[src/rtl/uart_rx_fsm.sv]
// UART receive sequencing controller: tracks frame phase from the external edge/bit counter,
// strobes the sampler, deserializer and checkers, and reports one result per completed frame.
module uart_rx_fsm #(
  parameter int unsigned PRESCALE  = 8,
  parameter int unsigned DATA_BITS = 8,
  parameter int unsigned CHK_EDGE  = PRESCALE / 2 + 2
) (
  input  logic       CLK,
  input  logic       RST,
  input  logic       RX_IN,
  input  logic       PAR_EN,
  input  logic [4:0] edge_cnt,
  input  logic [3:0] bit_cnt,
  input  logic       strt_glitch,
  input  logic       par_err,
  input  logic       stp_err,
  output logic       cnt_en,
  output logic       cnt_clr,
  output logic       samp_en,
  output logic       deser_en,
  output logic       strt_chk_en,
  output logic       par_chk_en,
  output logic       stp_chk_en,
  output logic       data_valid,
  output logic       parity_err,
  output logic       framing_err,
  output logic       busy
);

  localparam logic [4:0] ChkEdge  = 5'(CHK_EDGE);
  localparam logic [4:0] LastEdge = 5'(PRESCALE - 1);
  localparam logic [3:0] LastData = 4'(DATA_BITS);

  typedef enum logic [2:0] {
    StIdle,
    StStart,
    StData,
    StParity,
    StStop
  } state_e;

  state_e state_q, state_d;
  logic   par_en_q, par_en_d;
  logic   par_flag_q, par_flag_d;
  logic   data_valid_q, data_valid_d;
  logic   parity_err_q, parity_err_d;
  logic   framing_err_q, framing_err_d;

  logic at_chk, at_last;

  assign at_chk  = (edge_cnt == ChkEdge);
  assign at_last = (edge_cnt == LastEdge);

  always_comb begin
    state_d       = state_q;
    par_en_d      = par_en_q;
    par_flag_d    = par_flag_q;
    data_valid_d  = 1'b0;
    parity_err_d  = 1'b0;
    framing_err_d = 1'b0;
    cnt_clr       = 1'b0;
    deser_en      = 1'b0;
    strt_chk_en   = 1'b0;
    par_chk_en    = 1'b0;
    stp_chk_en    = 1'b0;

    case (state_q)
      StIdle: begin
        if (!RX_IN) begin
          state_d    = StStart;
          par_en_d   = PAR_EN;
          par_flag_d = 1'b0;
        end
      end

      StStart: begin
        if (at_chk) begin
          strt_chk_en = 1'b1;
          // A start bit that samples high was noise: drop back and rearm the counter.
          if (strt_glitch) begin
            cnt_clr = 1'b1;
            state_d = StIdle;
          end
        end else if (at_last) begin
          state_d = StData;
        end
      end

      StData: begin
        if (at_chk) begin
          deser_en = 1'b1;
        end
        if (at_last && (bit_cnt == LastData)) begin
          state_d = par_en_q ? StParity : StStop;
        end
      end

      StParity: begin
        if (at_chk) begin
          par_chk_en = 1'b1;
          par_flag_d = par_err;
        end
        if (at_last) begin
          state_d = StStop;
        end
      end

      StStop: begin
        // Leave at mid-stop-bit so a start edge right after the stop bit is not missed.
        if (at_chk) begin
          stp_chk_en    = 1'b1;
          cnt_clr       = 1'b1;
          state_d       = StIdle;
          par_flag_d    = 1'b0;
          framing_err_d = stp_err;
          parity_err_d  = !stp_err && par_flag_q;
          data_valid_d  = !stp_err && !par_flag_q;
        end
      end

      default: begin
        state_d = StIdle;
      end
    endcase
  end

  assign busy    = (state_q != StIdle);
  assign cnt_en  = busy;
  assign samp_en = busy;

  always_ff @(posedge CLK or negedge RST) begin
    if (!RST) begin
      state_q       <= StIdle;
      par_en_q      <= 1'b0;
      par_flag_q    <= 1'b0;
      data_valid_q  <= 1'b0;
      parity_err_q  <= 1'b0;
      framing_err_q <= 1'b0;
    end else begin
      state_q       <= state_d;
      par_en_q      <= par_en_d;
      par_flag_q    <= par_flag_d;
      data_valid_q  <= data_valid_d;
      parity_err_q  <= parity_err_d;
      framing_err_q <= framing_err_d;
    end
  end

  assign data_valid  = data_valid_q;
  assign parity_err  = parity_err_q;
  assign framing_err = framing_err_q;

endmodule

[config.mk]
export PLATFORM = sky130hd
export DESIGN_NAME = uart_rx_fsm
export DESIGN_NICKNAME = d
export VERILOG_FILES = /design/src/rtl/uart_rx_fsm.sv
export SDC_FILE = /design/constraint.sdc
export NUM_CORES = 1
export LEC_CHECK = 0
export CORE_AREA = 2 2 39 41
export CTS_BUF_LIST = sky130_fd_sc_hd__clkbuf_16
export CTS_CLUSTER_DIAMETER = 60
export DETAILED_ROUTE_END_ITERATION = 8
export DIE_AREA = 0 0 41 43
export PLACE_DENSITY = 0.75
export SLEW_MARGIN = 10
export SYNTH_ARGS = -nofsm -noshare
export SYNTH_HDL_FRONTEND = slang
export SYNTH_SLANG_ARGS = --single-unit
[constraint.sdc]
create_clock -name CLK -period 3.5 [get_ports CLK]
set_input_delay 0.7 -clock CLK [delete_from_list [all_inputs] [get_ports CLK]]
set_output_delay 0.7 -clock CLK [all_outputs]
set_load 0.05 [all_outputs]
Word level (Yosys, flattened, before mapping)
Cells that the tools add are included.

word-level totals
  register bits after elaboration = 8
  bits of input ports = 16
  output and inout bits = 11

operators by class
  equality and inequality tests = 14
  multiplexer cells = 27
  bitwise logic cells = 1
  reductions and logical operators = 11

operators by type and width
  kind                                                                   count
  3-bit two-way mux                                                      8
  1-bit two-way mux                                                      16
  3-bit case mux with 5 select lines                                     1
  5-bit by 3-bit equality test with 1-bit output, second input constant  2
  2-bit != test, second input constant                                   5
  3-bit by 2-bit equality test with 1-bit output, second input constant  2
  3-bit != test, second input constant                                   2
  6-bit AND reduction                                                    1
  3-bit nonzero test                                                     2
  4-bit equality test, second input constant                             1
  4-bit AND reduction                                                    1
  3-bit by 1-bit equality test with 1-bit output, second input constant  1
  3-bit equality test, second input constant                             1
  1-bit logical AND                                                      3
  3-bit zero test                                                        1
  1-bit case mux with 3 select lines                                     1
  1-bit zero test                                                        2
  1-bit case mux with 2 select lines                                     1
  2-bit AND reduction                                                    1
  1-bit NOT                                                              1

Longest topological paths before layout
  depth in word-level cells = 4
  gate-level depth with buffers = 5
  depth with buffers taken out = 4

Least setup slack after synthesis
Ideal clock, no wire load.

  kind = input-to-output
  start = input edge_cnt[3]
  end = output deser_en
  data arrival time = 2282 ps
  slack = 518 ps
  stages on the path = 3
  buffers on the path = 0
  cells stage by stage = and4bb_2 -> nand2_1 -> nor3b_1

on the way
  cells in the longest elaborated chain, start to end = 3

RTL lines
  what                                            RTL line  RTL
  start: declaration                              12        input logic [4:0] edge_cnt,
  5-bit by 3-bit equality test with 1-bit output  51        assign at_chk = (edge_cnt == ChkEdge);
  1-bit two-way mux                               90        if (at_chk) begin
  1-bit two-way mux                               67        case (state_q)
  end: declaration                                20        output logic deser_en,

No other way between the ends.

Final worst setup path
  start = input edge_cnt[4]
  end = output deser_en

The elaborated chain is that of the path after synthesis.

==> flow_results.org <==
** Setup path
- Required arrival time at the worst endpoint :: 2800 ps
- Worst Setup End Kind :: output pin
- Slack of the worst reg-to-reg path :: about 1800 ps
- Data arrival, critical path :: 1990 ps
- The critical path in this run is classified as in -> out.
- STA classifies the critical path startpoint as a primary input.
- Crit path max fanout :: 5

** STA
- Fin crit period :: approximately 2700 ps
- Max Freq :: roughly 370 MHz
- The total count of hold-check failures in the final report came to 0.
- RSZ-0062 raised after global routing :: false
- At the pin with the least slew margin, the transition time is around 500 ps.
- Of the available clock period, the critical path in the final layout requires 76.97%.
- Post-route setup slack :: between 800 and 900 ps
- Sum Neg Setup Slack :: 0 ps
- Pins over their slew limit :: 0
- Clock skew after layout :: between 1 and 1.5 ps
- Setup violations remaining at the end of the flow were counted as 0.
- Headroom to the max-slew limit came out at between 60% and 70%.

** Synthesis
- Number of standard cells after synthesis :: slightly below 50
- Count of cell types in the netlist :: 31
- By area the synthesized netlist is led by sky130_fd_sc_hd__dfrtp_1 40%, sky130_fd_sc_hd__and4bb_2 5.1%, sky130_fd_sc_hd__nor3b_1 4.5%.
- Sequential elements use between 40% and 50% of the synthesized area.
- Warnings from Yosys :: 0
- Counting every net in the synthesized netlist gives 65.
- The share of synthesized area in the top cell type comes to 40.40%.
- The cell area that synthesis handed to floorplanning was 495.5 µm².
- Leading area contributor after synthesis :: sky130_fd_sc_hd__dfrtp_1
- Synth Area per Inst :: slightly above 10 µm²
- Number of synthesized register bits :: 8

** GRT
- The first global-routing pass estimated between 1.5 and 2 mm of wire.
- Combined global-route utilization of all metal layers :: about 16%
- Vias in the first global route :: around 410
- Layer carrying the most global-route usage :: met2
- Global routing used between 6 and 7% of the available met3 tracks.
- Antenna violations before repair :: 0
- Global route overflow :: 0
- Maximum number of pins on one net before global-route repair :: 13
- In the global route stage, met2 resource usage came out at about 23%.
- Global routing usage on met1 :: ~20%

** Layout
- N_diodes :: 0
- Synth-to-layout area growth :: 64.39%
- The finished layout holds 90 standard cells, fillers aside.
- With fillers left out, the area of the finished cells amounts to between 800 and 900 µm².
- The filler cells instantiated in the layout total about 120.
- Number of nets in the layout :: a little over 90
- In the final layout, the multi-input gates occupy between 200 and 300 µm².
- Fraction of final layout cells with drive strength greater than 1 :: 14.86%
- Registers take 200.2 µm².
- Final core occ :: about three fifths

** Routing
- Vias post-DR :: 484
- Aggregate routed wire length :: roughly 1.2 mm
- Post-detailed-route via-to-cell ratio :: 5.378
- Average wire per cell in the routed design :: roughly 13 µm
- In the routed design, unresolved DRC markers number 0.
- After the first detailed-routing iteration, the DRC count stood at 9.
- The count of nets left with antenna violations once routing finished came out at 0.
- Before antenna repair, the detailed router went through 4 iterations.

** Die
- Die ar. :: 1763 µm²
- Io pins :: 27
- Horizontal die dimension :: a little over 40 µm
- Placement row count :: 14
- Die Y :: 43 µm
- Placeable Area :: 1384 µm²
- Once the floorplan was initialized, standard cells occupied 35.80% of the core.

** Clocking
- Clock Root Buffer :: sky130_fd_sc_hd__clkbuf_16
- Hold-fix buffer count after cts :: 0
- Clk slew on worst S/H paths :: about 40 ps
- H-Tree Level Count :: 1
- The number of gates resized after CTS was 0.
- TritonCTS built the clock tree.
- Latest clock arrival within the worst-skew pair :: about 230 ps
- Post-CTS setup buffer count :: 0
- Number of buffers added by the clock tree synthesis step :: 3
- Clock tree synthesis found a total of 8 sinks.
- The longest clock path from root to sink contains 2 buffers.

** Placement
- Half-perimeter wire length after placement :: around 920 µm
- The placed instances occupy a cell area of 739.5 µm².
- The congestion estimate from routability-driven global placement came to about 0.90.
- Setup slack at placement :: between 800 and 900 ps
- Post-Place Cells :: 87
- Buffers on Ports :: 26

** Power
- Power density over the cells :: between 600 and 700 nW/µm²
- Of the total power, the share spent switching nets is a little over a third.
- In this run the power spent charging and discharging nets is 0.1877 mW.
- Combinational group share of total power :: around 36%
- Registers are responsible for about 29% of the overall power.
- The analysis attributes to cell leakage a power of around 0.35 nW.
- Peak VDD IR :: roughly 480 µV
- Internal power comes to about 0.35 mW.
- The clock network is responsible for between 30% and 40% of the overall power.

** Status
- The flow ran to the end, and the final reports show no timing, DRC or antenna violations.

** Flow run
- Count of maximum capacitance violations :: 0

** Hold path
- In this run the worst hold path is classified as reg -> reg.
[state kept, by name, indices dropped and copies added, names as in the netlist]
name	count
state_q	3
data_valid	1
par_en_q	1
parity_err	1
framing_err	1
par_flag_q	1
[per-layer routing]
layer | wire length, µm | vias to the layer above
met5 | 0 | -
met4 | 19 | 0
met3 | 90 | 2
met2 | 599 | 19
met1 | 484 | 229
li1 | - | 234
[area by class of cell]
| type | count | area share [%] |
|---|---|---|
| Clock buffer | 3 | 9.217 |
| Timing Repair Buffer | 26 | 30.41 |
| Multi-Input combinational cell | 34 | 31.95 |
| Sequential cell | 8 | 24.58 |
| Inverter | 3 | 1.382 |
| Tap cell | 16 | 2.458 |
[cells in the mapped netlist]
cell,instances
sky130_fd_sc_hd__a21o_1,1
sky130_fd_sc_hd__a311oi_1,1
sky130_fd_sc_hd__nand3_1,1
sky130_fd_sc_hd__buf_4,2
sky130_fd_sc_hd__nand4bb_1,1
sky130_fd_sc_hd__inv_1,3
sky130_fd_sc_hd__and4_1,1
sky130_fd_sc_hd__mux2_2,1
sky130_fd_sc_hd__or3b_1,1
sky130_fd_sc_hd__clkbuf_1,1
sky130_fd_sc_hd__nand2b_1,3
sky130_fd_sc_hd__mux2_1,1
sky130_fd_sc_hd__or4_1,1
sky130_fd_sc_hd__a31oi_1,1
sky130_fd_sc_hd__nor4b_1,1
sky130_fd_sc_hd__and4bb_2,2
sky130_fd_sc_hd__dfrtp_1,8
sky130_fd_sc_hd__and2_1,1
sky130_fd_sc_hd__nand4_1,1
sky130_fd_sc_hd__a32o_1,1
sky130_fd_sc_hd__and2b_1,2
sky130_fd_sc_hd__o311a_1,1
sky130_fd_sc_hd__o211ai_1,1
sky130_fd_sc_hd__a21oi_1,1
sky130_fd_sc_hd__buf_2,1
sky130_fd_sc_hd__or3_1,1
sky130_fd_sc_hd__mux2i_1,1
sky130_fd_sc_hd__nor3_1,3
sky130_fd_sc_hd__nor3b_1,3
sky130_fd_sc_hd__nor2_1,1
sky130_fd_sc_hd__nand2_1,1
[metrics by stage]
stage                     total power [mW]  hold slack, ps
after floorplan                     0.2937           404.4
after global placement              0.3423           444.0
after detailed placement            0.3442           446.1
after CTS                           0.5367           459.9
after global routing                0.5650           471.4
final                               0.5336           466.8
[path summary, 6_finish.rpt]
kind / to / start / cells past startpoint
setup / recovery: deser_en / edge_cnt[4] / 5
hold / removal: data_valid / par_flag_q / 1
setup reg to reg: par_flag_q / state_q[0] / 3
hold reg to reg: data_valid / par_flag_q / 1
max in group asynchronous: parity_err / RST / 1
min in group asynchronous: framing_err / RST / 1
[layout by cell type (no fill, tap or decap), drive strengths merged, types with 2 or more instances in the layout]
cell type	instances
clkdlybuf4s50	21
dfrtp	8
buf	5
inv	3
nor3b	3
nor3	3
nand2b	3
clkbuf	3
and4bb	2
and2b	2
mux2	2
[worst max-delay path, stage by stage]
cell and delay (ps):
sky130_fd_sc_hd__clkdlybuf4s50_1 410, sky130_fd_sc_hd__and4bb_2 350, sky130_fd_sc_hd__nand2_1 120, sky130_fd_sc_hd__nor3b_1 190
sky130_fd_sc_hd__buf_4 230
[logic make-up after synthesis]
group                  Yosys count  synth area share, %
and+or+nand+nor                 24                34.85
muxes                            3                6.565
AOI/OAI and AO/OA                7                11.11
buffers and inverters            7                7.068
DFF                              8                40.40
[power by group through the flow]
| stage | combinational, mW | clock (mW) | sequential (mW) |
|---|---|---|---|
| 2_1_floorplan | 0.171 | 0 | 0.123 |
| 3_5_place_dp | 0.191 | 0 | 0.153 |
| 6_report | 0.191 | 0.191 | 0.152 |
| 3_3_place_gp | 0.190 | 0 | 0.153 |
| 4_1_cts | 0.192 | 0.192 | 0.152 |
| 5_1_grt | 0.206 | 0.198 | 0.160 |
No activity file was read; power rests on OpenSTA's default activity.
==> RTL edit 1: new RTL, config.mk and constraints unchanged <==
Re-encode `state_e` (5 states) as Gray code, 3 bits wide.
--- a/src/rtl/uart_rx_fsm.sv
+++ b/src/rtl/uart_rx_fsm.sv
@@ -33,9 +33,9 @@
 
   typedef enum logic [2:0] {
-    StIdle,
-    StStart,
-    StData,
-    StParity,
-    StStop
+    StIdle   = 3'b000,
+    StStart  = 3'b001,
+    StData   = 3'b011,
+    StParity = 3'b010,
+    StStop   = 3'b110
   } state_e;
 
Formal check against the unedited RTL: no difference found for any inputs over 10 cycles, from zero or initial values and one cycle with RST low; not proved beyond that.
==> RTL edit 1 against the unedited design <==
  * Worst hold slack lost 0.0038 ns
  * Routed wire length shrank 1.8%
  * Area after synthesis grew 2.8%
  * Sequential power shrank 8%
  * Combinational power shrank 40%
  * Sequential share of layout area shrank 0.37 points
  * Design area grew 1.5%
  * Total power shrank 17%
  * Worst setup slack lost 0.39 ns
  * Clock power is essentially flat
  * Sequential cell count is the same
  * Register-to-register slack gained 0.12 ns
==> RTL edit 1: results (changes against the unedited design) <==
===========================================================================================
Critical Path Slowest Stage Cell                                               sky130_fd_sc_hd__clkdlybuf4s50_1
Max FFs per register                                                                      3   unchanged
Register with the highest flop count                                                state_q
Pleak                                                                           0.000354 uW   +1.4%
Proportion of synthesized chip area in sequential cells                               39.3%   -1.1 points
Tightest Pin Transition                                                            0.501 ns   -0.00183 ns
Post-Place Worst Slack                                                             0.420 ns   -0.383 ns
Post-synthesis cell type count                                                           26   -16%
Hold Buf Count CTS                                                                        0   unchanged
Number of antenna violations at the first check in global routing                         0   unchanged
Insertion delay to the later sink of the worst-skew pair                            0.23 ns   about the same
Post-detailed-placement cell area                                                   752 um2   +1.7%
Overall routing resource usage                                                        15.8%   -0.096 points
Number of placed instances with taps included                                            89   +2.3%
Root buffer cell                                                               sky130_fd_sc_hd__clkbuf_16
Ys flop type                                                                   sky130_fd_sc_hd__dfrtp_1
Vias after detailed routing                                                             492   +1.7%
Cells taking the most area after synthesis                                     sky130_fd_sc_hd__dfrtp_1 39%, sky130_fd_sc_hd__nand4bb_4 5.4%, sky130_fd_sc_hd__nor4b_4 4.7%
Fill cell count                                                                         126   +9.6%
Max rail drop VDD                                                                  0.305 mV   -36%
Post-synthesis compound-gate area fraction                                            13.0%   +1.9 points
Top cells by instance count after synthesis                                    8 x sky130_fd_sc_hd__dfrtp_1, 4 x sky130_fd_sc_hd__nand2_1, 4 x sky130_fd_sc_hd__o21ai_0
Non-filler instance count after layout                                                   92   +2.2%
Maximum clock path buffer count                                                           2   unchanged
Antenna diodes                                                                            0   unchanged
Post_cts resized                                                                          0   unchanged
Final nets                                                                               94   +2.2%
Critical path peak fanout                                                                 3   -2
CP arrival                                                                          2.38 ns   +0.39 ns
Per-cell routed wire length                                                         12.7 um   -3.9%
Largest stage delay on the critical path                                            0.82 ns   +0.41 ns
Dominant delay contributor by cell family on the critical path                 buffers and inverters
Post-detail-place hpwl                                                               904 um   -1.7%
Number of nets in the synthesized netlist                                                68   +4.6%
Clock-pin slew on the worst setup and hold paths                                    0.03 ns
Gp weighted congestion                                                                0.747   -17%
Wire length of the first global-routing pass                                        1830 um   +1.2%
Pin count of the biggest net entering global routing                                     13   unchanged
Multiplexer area fraction after synthesis                                             2.21%   -4.4 points
H-tree lvl count                                                                          1   unchanged
Port buffer count                                                                        26   unchanged
Cell depth of the worst flop-to-flop path                                                 3   unchanged
Number of design-rule violations left by the first detailed-router iteration              7   -2
Result of the run                                                              complete, no violations
Router iterations before antenna repair                                                   3   -1
Fraction of final layout cells with drive strength greater than 1                     17.1%   +2.2 points
Count of cells along the worst hold path                                                  1   unchanged
Xor/xnor cell area share of the yosys netlist                                            0%   unchanged
Setup skew after layout                                                          0.00463 ns   +0.00352 ns
Post-CTS Setup Inserts                                                                    0   unchanged
Post-Synth Adder-Cell Area                                                               0%   unchanged
Avg Inst Size Synth                                                                9.79 um2   -3.2%
Vias in the first global route                                                          456   +12%
===========================================================================================
-- RTL edit 1: cell count changes in the layout (fill, tap and decap cells not counted), moves of 2 or more --
cell                       before  now
sky130_fd_sc_hd__o21ai_0        0    4
sky130_fd_sc_hd__and3_1         0    3
sky130_fd_sc_hd__nand2_1        1    4
sky130_fd_sc_hd__and2b_1        2    0
sky130_fd_sc_hd__and4bb_2       2    0
sky130_fd_sc_hd__nand2b_1       3    1
sky130_fd_sc_hd__nor2_1         1    3
sky130_fd_sc_hd__nor2b_1        0    2
-- RTL edit 1: path summary, 6_finish.rpt --
kind                                  start          to  slack (ns)
worst max-delay path            edge_cnt[3]     cnt_clr        0.42
min in group asynchronous               RST  state_q[0]        0.75
worst max register to register   state_q[0]    par_en_q        1.95
worst min register to register   par_flag_q  data_valid        0.46
worst min-delay path             par_flag_q  data_valid        0.46
max in group asynchronous               RST  par_flag_q        2.49
-- RTL edit 1: layer usage --
layer / up-vias / wire length (um) / GRT usage [%]
li1: 235 / - / -
met1: 235 / 430 / 16.8
met2: 18 / 624 / 24.7
met3: 4 / 94 / 7.33
met4: 0 / 22 / 8.00
met5: - / 0 / 0
-- RTL edit 1: cell families (layout without fill, tap and decap cells) --
kind of cell,Yosys count,count (layout)
multiplexers,1,1
AND/OR/NAND/NOR,26,26
flip-flops,8,8
buffers and inverters,7,31
AO/OA/AOI/OAI,10,10
-- RTL edit 1: final cells by class --
cell class	instances	area, um2	area share [%]
sequential	8	200	24.2
timing repair buffer	26	250	30.3
multi-input combinational	37	274	33.1
clock buffer	3	75.1	9.08
tap	16	20.0	2.42
inverter	2	7.51	0.908
-- RTL edit 1: where the power goes --
part | total, uW | switching, uW | internal [uW]
sequential | 140 | 30.8 | 109
combinational | 114 | 55.0 | 59.3
clock | 191 | 43.7 | 147
==> RTL edit 2: new RTL, config.mk and constraints unchanged <==
Without the edit above. `DATA_BITS`: 8 -> 6.
--- a/src/rtl/uart_rx_fsm.sv
+++ b/src/rtl/uart_rx_fsm.sv
@@ -3,5 +3,5 @@
 module uart_rx_fsm #(
   parameter int unsigned PRESCALE  = 8,
-  parameter int unsigned DATA_BITS = 8,
+  parameter int unsigned DATA_BITS = 6,
   parameter int unsigned CHK_EDGE  = PRESCALE / 2 + 2
 ) (
Check against the original RTL: not equivalent (a bounded check fails within 4 cycles, from zero or initial values and one cycle with RST low).
==> RTL edit 2 against the unedited design <==
  * Total power increased by 2.5%
  * First-iteration DRC count increased by 56%
  * Cell count increased by 4.4%
  * Worst setup slack got worse by 0.24 ns
  * Design area increased by 4.3%
  * Routed wire length increased by 11%
  * Non-clock buffer count unchanged
  * Area after synthesis increased by 5.8%
  * Clock skew about the same
  * Sequential cell count unchanged
  * Global-route usage increased by 2.6 points
  * Largest power group unchanged
  * Highest routed layer unchanged
==> RTL edit 2: results (changes against the unedited design) <==
===========================================================================================
Result of the run                                                              complete, no violations
CP arrival                                                                          2.24 ns   +0.25 ns
Clock buffer count from CTS                                                               3   unchanged
Max FFs per register                                                                      3   unchanged
HP Class                                                                       register to register
Largest stage delay on the critical path                                            0.57 ns   +0.16 ns
H-tree lvl count                                                                          1   unchanged
Tightest Pin Transition                                                            0.502 ns   -0.000453 ns
Critical path peak fanout                                                                 4   -1
R2R Path End                                                                       par_en_q
Post-Place Worst Slack                                                             0.572 ns   -0.231 ns
Gp weighted congestion                                                                0.868   -4.0%
Pin count of the biggest net entering global routing                                     14   +1
Critical Path Slowest Stage Cell                                               sky130_fd_sc_hd__or4bb_1
Antenna diodes                                                                            0   unchanged
Per-cell routed wire length                                                         14.1 um   +6.7%
Overall routing resource usage                                                        18.5%   +2.6 points
Insertion delay to the later sink of the worst-skew pair                            0.23 ns   about the same
Maximum clock path buffer count                                                           2   unchanged
Setup slack after layout                                                           0.561 ns   -0.245 ns
Top cells by instance count after synthesis                                    8 x sky130_fd_sc_hd__dfrtp_1, 4 x sky130_fd_sc_hd__nand2_1, 3 x sky130_fd_sc_hd__inv_1, 3 x sky130_fd_sc_hd__nor4bb_1
Max rail drop VDD                                                                  0.253 mV   -47%
Routed vias/inst                                                                       5.46   +1.5%
Post-synthesis cell type count                                                           33   +6.5%
Post-detail-place hpwl                                                              1000 um   +8.8%
Root buffer cell                                                               sky130_fd_sc_hd__clkbuf_16
Post-CTS Setup Inserts                                                                    0   unchanged
Net switching power                                                                  190 uW   +0.98%
Number of design-rule violations left by the first detailed-router iteration             14   +5
Cells taking the most area after synthesis                                     sky130_fd_sc_hd__dfrtp_1 38%, sky130_fd_sc_hd__nor4bb_1 5.7%, sky130_fd_sc_hd__buf_4 2.9%
Critical path launch point                                                      edge_cnt[2]
Wire length of the first global-routing pass                                        2180 um   +21%
Vias in the first global route                                                          500   +23%
Proportion of synthesized chip area in sequential cells                               38.2%   -2.2 points
Final nets                                                                               96   +4.3%
Fraction of final layout cells with drive strength greater than 1                     20.5%   +5.6 points
Number of nets in the synthesized netlist                                                69   +6.2%
Setup skew after layout                                                          0.00131 ns   +0.000206 ns
Slack of the worst reg-to-reg path                                                  1.91 ns   +0.08 ns
Capture point of the critical path                                               stp_chk_en
Pleak                                                                           0.000354 uW   +1.4%
Synth async-reset ratio                                                                100%   unchanged
===========================================================================================
## RTL edit 2: worst max-delay path: cells and delay by family
family | cells | cell delay [ns]
buf+inv | 2 | 0.64
simple gates | 2 | 0.89
## RTL edit 2: cell type report
type                       instances  area (um2)
fill                             114         534
clock buffer                       3        75.1
tap                               16        20.0
sequential                         8         200
inverter                           3        11.3
multi-input combinational         38         283
timing repair buffer              26         260
## RTL edit 2: layer usage
| metal | GRT usage (%) | part of all wire, % | vias up |
|---|---|---|---|
| li1 | - | - | 246 |
| met1 | 23.8 | 45 | 242 |
| met2 | 28.1 | 47 | 23 |
| met3 | 4.71 | 6.9 | 2 |
| met4 | 8.00 | 1.1 | 0 |
| met5 | 0 | 0 | - |
## RTL edit 2: through the flow
stage | power, uW | hold WS [ns] | utilization, % | instances | cell area [um2]
2_1_floorplan | 312 | 0.404 | - | 53 | 524
3_3_place_gp | 350 | 0.464 | 56.0 | 91 | 774
3_5_place_dp | 352 | 0.457 | 56.0 | 91 | 774
4_1_cts | 547 | 0.472 | 61.4 | 94 | 850
5_1_grt | 568 | 0.492 | 61.4 | 94 | 850
6_report | 547 | 0.464 | 61.4 | 94 | 850
## RTL edit 2: logic make-up after synthesis
| kind of cell | count (synthesis) | share of synthesized area [%] |
|---|---|---|
| flip-flops | 8 | 38.2 |
| AO/OA/AOI/OAI | 10 | 14.8 |
| multiplexers | 1 | 2.86 |
| AND/OR/NAND/NOR | 27 | 36.3 |
| buffers and inverters | 7 | 7.87 |
## RTL edit 2: power groups by stage
stage | logic (uW) | clock network, uW | registers [uW]
floorplan | 187 | 0 | 125
global placement | 197 | 0 | 153
detailed placement | 200 | 0 | 152
CTS | 201 | 194 | 152
global route | 212 | 199 | 158
finish | 202 | 192 | 153
